==> src/rtl/fp_adder_pipe.sv <==
// fp_adder_pipe: three-stage floating-point add/subtract, RNE, flush-to-zero.
// Ports: a/b/op/in_vld/in_rdy operand side, z/z_ovf/z_inv/z_vld/z_rdy result side.
module fp_adder_pipe #(
    parameter int EXP_W = 8,
    parameter int MAN_W = 7
) (
    input  logic                   clk,
    input  logic                   rst_n,
    input  logic [EXP_W+MAN_W:0]   a,
    input  logic [EXP_W+MAN_W:0]   b,
    input  logic                   op,
    input  logic                   in_vld,
    output logic                   in_rdy,
    output logic [EXP_W+MAN_W:0]   z,
    output logic                   z_ovf,
    output logic                   z_inv,
    output logic                   z_vld,
    input  logic                   z_rdy
);

    localparam int W  = 1 + EXP_W + MAN_W;
    localparam int N  = MAN_W + 4;
    localparam int EW = EXP_W + $clog2(N) + 2;
    localparam logic [EW-1:0] EMAX = EW'((1 << EXP_W) - 1);
    localparam logic [W-1:0]  QNAN =
        {1'b0, {EXP_W{1'b1}}, 1'b1, {(MAN_W-1){1'b0}}};

    typedef struct packed {
        logic             sign;
        logic             sub;
        logic             sp;
        logic             inv;
        logic [W-1:0]     spz;
        logic [EXP_W-1:0] exp;
        logic [N-1:0]     mx;
        logic [N-1:0]     my;
    } s1_t;

    typedef struct packed {
        logic          sign;
        logic          sp;
        logic          inv;
        logic [W-1:0]  spz;
        logic          zero;
        logic [EW-1:0] exp;
        logic [N-2:0]  man;
    } s2_t;

    logic v1, v2, v3;
    logic rdy2, rdy3;

    assign rdy3   = ~v3 | z_rdy;
    assign rdy2   = ~v2 | rdy3;
    assign in_rdy = ~v1 | rdy2;
    assign z_vld  = v3;

    // ---------------- stage 1: unpack, specials, align ----------------
    logic             sa, sb;
    logic [EXP_W-1:0] ea, eb, ex, ey, d;
    logic [MAN_W-1:0] ma, mb;
    logic             a_zero, b_zero, a_nan, b_nan, a_inf, b_inf;
    logic             a_ge;
    logic [MAN_W:0]   mxs, mys;
    logic [2*N-1:0]   wide;
    s1_t              s1_d, s1_q;

    assign sa = a[W-1];
    assign sb = b[W-1] ^ op;
    assign ea = a[W-2:MAN_W];
    assign eb = b[W-2:MAN_W];
    assign ma = a[MAN_W-1:0];
    assign mb = b[MAN_W-1:0];

    assign a_zero = (ea == '0);
    assign b_zero = (eb == '0);
    assign a_nan  = (&ea) & (|ma);
    assign b_nan  = (&eb) & (|mb);
    assign a_inf  = (&ea) & ~(|ma);
    assign b_inf  = (&eb) & ~(|mb);

    assign a_ge = {ea, ma} >= {eb, mb};
    assign ex   = a_ge ? ea : eb;
    assign ey   = a_ge ? eb : ea;
    assign mxs  = a_ge ? {1'b1, ma} : {1'b1, mb};
    assign mys  = a_ge ? {1'b1, mb} : {1'b1, ma};
    assign d    = ex - ey;

    // Y sits in the upper half; everything falling into the lower half is sticky.
    assign wide = {mys, 3'b000, {N{1'b0}}} >> d;

    always_comb begin
        s1_d      = '0;
        s1_d.sign = a_ge ? sa : sb;
        s1_d.sub  = sa ^ sb;
        s1_d.exp  = ex;
        s1_d.mx   = {mxs, 3'b000};
        if (int'(d) >= N)
            s1_d.my = N'(1);
        else
            s1_d.my = {wide[2*N-1:N+1], wide[N] | (|wide[N-1:0])};

        if (a_nan | b_nan) begin
            s1_d.sp  = 1'b1;
            s1_d.spz = QNAN;
            s1_d.inv = 1'b1;
        end else if (a_inf & b_inf) begin
            s1_d.sp = 1'b1;
            if (sa != sb) begin
                s1_d.spz = QNAN;
                s1_d.inv = 1'b1;
            end else begin
                s1_d.spz = {sa, {EXP_W{1'b1}}, {MAN_W{1'b0}}};
            end
        end else if (a_inf) begin
            s1_d.sp  = 1'b1;
            s1_d.spz = {sa, {EXP_W{1'b1}}, {MAN_W{1'b0}}};
        end else if (b_inf) begin
            s1_d.sp  = 1'b1;
            s1_d.spz = {sb, {EXP_W{1'b1}}, {MAN_W{1'b0}}};
        end else if (a_zero & b_zero) begin
            s1_d.sp  = 1'b1;
            s1_d.spz = {sa & sb, {(W-1){1'b0}}};
        end else if (a_zero) begin
            s1_d.sp  = 1'b1;
            s1_d.spz = {sb, b[W-2:0]};
        end else if (b_zero) begin
            s1_d.sp  = 1'b1;
            s1_d.spz = a;
        end
    end

    always_ff @(posedge clk or negedge rst_n) begin
        if (!rst_n)
            v1 <= 1'b0;
        else if (in_rdy)
            v1 <= in_vld;
    end

    always_ff @(posedge clk) begin
        if (in_rdy && in_vld)
            s1_q <= s1_d;
    end

    // ---------------- stage 2: add and normalise ----------------
    logic [N:0]    sum;
    logic [EW-1:0] lz;
    logic          found;
    logic [N-1:0]  nm;
    logic [EW-1:0] ne;
    s2_t           s2_d, s2_q;

    assign sum = s1_q.sub ? ({1'b0, s1_q.mx} - {1'b0, s1_q.my})
                          : ({1'b0, s1_q.mx} + {1'b0, s1_q.my});

    always_comb begin
        lz    = '0;
        found = 1'b0;
        for (int i = N - 1; i >= 0; i--) begin
            if (!found && sum[i]) begin
                lz    = EW'(N - 1 - i);
                found = 1'b1;
            end
        end
        nm = sum[N-1:0] << lz;
        ne = {{(EW-EXP_W){1'b0}}, s1_q.exp} - lz;
        if (sum[N]) begin
            nm = {sum[N:2], sum[1] | sum[0]};
            ne = {{(EW-EXP_W){1'b0}}, s1_q.exp} + EW'(1);
        end
    end

    // After normalisation the hidden bit is clear only for an exact zero.
    always_comb begin
        s2_d      = '0;
        s2_d.sign = s1_q.sign;
        s2_d.sp   = s1_q.sp;
        s2_d.inv  = s1_q.inv;
        s2_d.spz  = s1_q.spz;
        s2_d.zero = ~nm[N-1];
        s2_d.exp  = ne;
        s2_d.man  = nm[N-2:0];
    end

    always_ff @(posedge clk or negedge rst_n) begin
        if (!rst_n)
            v2 <= 1'b0;
        else if (rdy2)
            v2 <= v1;
    end

    always_ff @(posedge clk) begin
        if (rdy2 && v1)
            s2_q <= s2_d;
    end

    // ---------------- stage 3: round and pack ----------------
    logic          inc;
    logic [MAN_W:0] mr;
    logic [EW-1:0] re;
    logic [W-1:0]  r_z;
    logic          r_ovf, r_inv;

    assign inc = s2_q.man[2] & (s2_q.man[1] | s2_q.man[0] | s2_q.man[3]);
    assign mr  = {1'b0, s2_q.man[N-2:3]} + (MAN_W+1)'(inc);
    assign re  = s2_q.exp + EW'(mr[MAN_W]);

    always_comb begin
        r_z   = '0;
        r_ovf = 1'b0;
        r_inv = 1'b0;
        if (s2_q.sp) begin
            r_z   = s2_q.spz;
            r_inv = s2_q.inv;
        end else if (s2_q.zero) begin
            r_z = '0;
        end else if (re[EW-1] || re == '0) begin
            r_z = {s2_q.sign, {(W-1){1'b0}}};
        end else if (re >= EMAX) begin
            r_z   = {s2_q.sign, {EXP_W{1'b1}}, {MAN_W{1'b0}}};
            r_ovf = 1'b1;
        end else begin
            r_z = {s2_q.sign, re[EXP_W-1:0], mr[MAN_W-1:0]};
        end
    end

    always_ff @(posedge clk or negedge rst_n) begin
        if (!rst_n) begin
            v3    <= 1'b0;
            z     <= '0;
            z_ovf <= 1'b0;
            z_inv <= 1'b0;
        end else if (rdy3) begin
            v3 <= v2;
            if (v2) begin
                z     <= r_z;
                z_ovf <= r_ovf;
                z_inv <= r_inv;
            end
        end
    end

endmodule

==> config.mk <==
export PLATFORM = sky130hd
export DESIGN_NAME = fp_adder_pipe
export DESIGN_NICKNAME = d
export VERILOG_FILES = /design/src/rtl/fp_adder_pipe.sv
export SDC_FILE = /design/constraint.sdc
export NUM_CORES = 1
export LEC_CHECK = 0
export ABC_CLOCK_PERIOD_IN_PS = 11650
export CORE_MARGIN = 3
export CORE_UTILIZATION = 65
export DETAILED_ROUTE_END_ITERATION = 12
export DONT_BUFFER_PORTS = 1
export GPL_ROUTABILITY_DRIVEN = 0
export GPL_TIMING_DRIVEN = 0
export PLACE_DENSITY = 0.81
export SETUP_SLACK_MARGIN = 0.02
export SLEW_MARGIN = 25
export SYNTH_ARGS = -nofsm -noshare
export SYNTH_HDL_FRONTEND = slang
export SYNTH_SLANG_ARGS = --single-unit
==> constraint.sdc <==
create_clock -name clk -period 11.65 [get_ports clk]
set_input_delay 2.9125 -clock clk [delete_from_list [all_inputs] [get_ports clk]]
set_output_delay 2.9125 -clock clk [all_outputs]
set_load 0.01 [all_outputs]
==> results.ini <==
[yosys]
syn-num-nets=922
syn-cell-area_mm2=0.00784
synth_edf_count=90
avgSynthCellArea_um2=9.30
postSynth.asyncResetShare=0.189
yosys_most_used_dff=edfxtp_1
synth.distinct_cells=81
ys_ff_latch=111
ys_seq_area_frac=0.412
yosys_warnings=0
synthCells=843

[floorplanning]
die_y_um=116
initial_core_util=0.675
rows=39
fp.dieW_um=116
design.die.area_mm2=0.0134
pin_count=57
core-area_mm2=0.0116

[cts]
clk_pin_slew_ns=0.08
cts_resized=0
htree_num_levels=3
ctsHoldBuffers=0
cts_max_path_buffers=2
postCtsSetupBuffers=0
clock-sinks=111
cts_tree=yes
cts_root_buf=clkbuf_16
cts_buffers=9
clk_latency_ns=0.35

[power]
finalPower_mw=1.25
p_leak_nw=3.26
p_per_area_mw_per_mm2=150
ir_drop_uv=71.6

[timing]
layout_min_cycle_time_ns=7.12
period_share=0.611
rsz0062_at_grt=false
setup_viol=0
relSlewSlack=0.535
setup_tns_ns=0
tightest_slew_ns=0.691
max_freq_mhz=141
hold_violations=0
clock_skew_ns=0.0123
drv_slew=0

[routing]
drt.antenna.violating_nets=0
drt_drc_violations_left=0
drt_wl_total_mm=18.4
first_iter_violations=858
vias=6798
wl_per_cell_um=18.4
viasPerCell=6.77
first_pass_iters=9

[finish]
area_growth_syn_to_layout_pct=6.64
diodes=0
most-common-layout-cells=nand2_1, edfxtp_1, o21ai_0, nor2_1, a21oi_1
layout-drive-gt1-share=0.0650
final_core_util=0.720
final_nets=935

[global_routing]
overflow=0
first_global_vias=6481
grt_usage=0.279
grt_max_degree=35
antenna_found_initial=0
grt_pass1_wl_mm=30.0

[critical_path]
cp-end-kind=register
criticalPathCategory=in2reg
critPathMaxFanout=10
r2r_slack_ns=6.56
start_kind=input port
crit_required_ns=11.73
cp.arrival_ns=7.20

[status]
outcome=completed

[flow_run]
maxCapViolations=0

[hold_path]
hp-class=reg2reg

[place]
io_buffers=0
hpwl_mm=14.0

==> cell type report <==
class	instances	area [um2]
buffer	43	199
clock buffer	9	225
clock inverter	7	73.8
fill	838	3250
inverter	49	184
multi-input combinational	640	4240
sequential	111	3230
tap	143	179
timing repair buffer	2	40.0
==> per-layer routing <==
layer | GRT usage | up-vias | part of all wire | routed length, um
met5 | 0 | - | 0 | 0
li1 | - | 3185 | - | -
met3 | 0.0580 | 80 | 0.080 | 1470
met2 | 0.473 | 404 | 0.49 | 9070
met1 | 0.347 | 3129 | 0.39 | 7230
met4 | 0.116 | 0 | 0.036 | 668
==> state kept, by name, indices dropped and copies added (netlist names) <==
register and cells:
s1_q 46, s2_q 44, z 16, v1 1, v2 1, z_inv 1, z_ovf 1, z_vld 1
==> cells by family after synthesis <==
family,after synthesis,synth area share
and+or+nand+nor,296,0.194
buffers and inverters,92,0.0488
DFF,111,0.412
muxes,29,0.0439
adders and majority gates,42,0.0689
AOI/OAI and AO/OA,245,0.202
xor gates and xnor gates,28,0.0313
==> power by group <==
| part | switching [mW] | internal (mW) |
|---|---|---|
| clock network | 0.144 | 0.151 |
| registers | 0.0372 | 0.494 |
| logic | 0.264 | 0.161 |
| total | 0.446 | 0.806 |
==> synthesized netlist by cell type, types with 3 or more instances <==
library cell | n | area share
mux2i_1 | 22 | 0.028
a31oi_1 | 10 | 0.0080
dfrtp_1 | 21 | 0.067
a41o_1 | 3 | 0.0038
nor3_1 | 14 | 0.0089
nand2_1 | 90 | 0.043
o21ai_0 | 81 | 0.052
o21a_1 | 5 | 0.0048
a221o_1 | 3 | 0.0038
or3_1 | 3 | 0.0024
nor3b_1 | 6 | 0.0057
o2bb2ai_1 | 3 | 0.0034
nor2b_1 | 10 | 0.0080
mux4_2 | 4 | 0.011
o31ai_1 | 6 | 0.0057
a211oi_1 | 3 | 0.0029
nand4_1 | 19 | 0.015
ha_1 | 40 | 0.064
xor2_1 | 14 | 0.016
a21oi_1 | 58 | 0.037
and3_1 | 13 | 0.010
a21boi_0 | 4 | 0.0038
buf_6 | 4 | 0.0057
o211ai_1 | 5 | 0.0048
or2_2 | 5 | 0.0040
o211a_1 | 3 | 0.0038
edfxtp_1 | 90 | 0.34
a22oi_1 | 12 | 0.011
o22ai_1 | 6 | 0.0048
inv_1 | 47 | 0.022
and4_1 | 4 | 0.0045
clkbuf_1 | 31 | 0.015
o41ai_1 | 3 | 0.0034
nor4_1 | 11 | 0.0088
xnor2_1 | 14 | 0.016
nand2b_1 | 9 | 0.0072
mux2_2 | 3 | 0.0043
nand3b_1 | 4 | 0.0038
a21o_1 | 8 | 0.0077
buf_2 | 5 | 0.0032
nand3_1 | 28 | 0.018
or4_1 | 4 | 0.0038
nor2_1 | 59 | 0.028
and2_1 | 6 | 0.0048
==> stage by stage <==
step | hold WS (ns) | cells | worst slack, ns | area (um2)
6_report | 0.428 | 1004 | 4.54 | 8360
3_3_place_gp | 0.409 | 986 | 4.32 | 8020
3_5_place_dp | 0.411 | 988 | 4.25 | 8070
4_1_cts | 0.430 | 1004 | 4.61 | 8360
2_1_floorplan | 0.400 | 843 | 4.94 | 7840
5_1_grt | 0.431 | 1004 | 4.27 | 8360
==> worst max-delay path, stage by stage <==
cell      delay [ns]
inv_1           0.11
ha_1            0.30
buf_2           0.18
nand4_1         0.13
nor2_1          0.18
a221oi_2        0.11
o211ai_2        0.44
clkbuf_1        0.40
clkbuf_1        0.38
a21oi_1         0.13
ha_1            0.23
or2_2           0.28
o211a_1         0.21
clkbuf_1        0.24
mux2i_1         0.28
mux2i_1         0.14
o41ai_1         0.40
nand4b_1        0.14
==> worst paths after layout <==
kind | to | start | cells after the start
setup / recovery | s1_q[0] | b[7] | 18
hold / removal | s2_q[37] | s1_q[42] | 0
setup reg to reg | s2_q[17] | s1_q[14] | 20
hold reg to reg | s2_q[37] | s1_q[42] | 0
max in group asynchronous | z[14] | rst_n | 0
min in group asynchronous | v1 | rst_n | 0
Note: power is estimated with default switching activity, not from simulation.
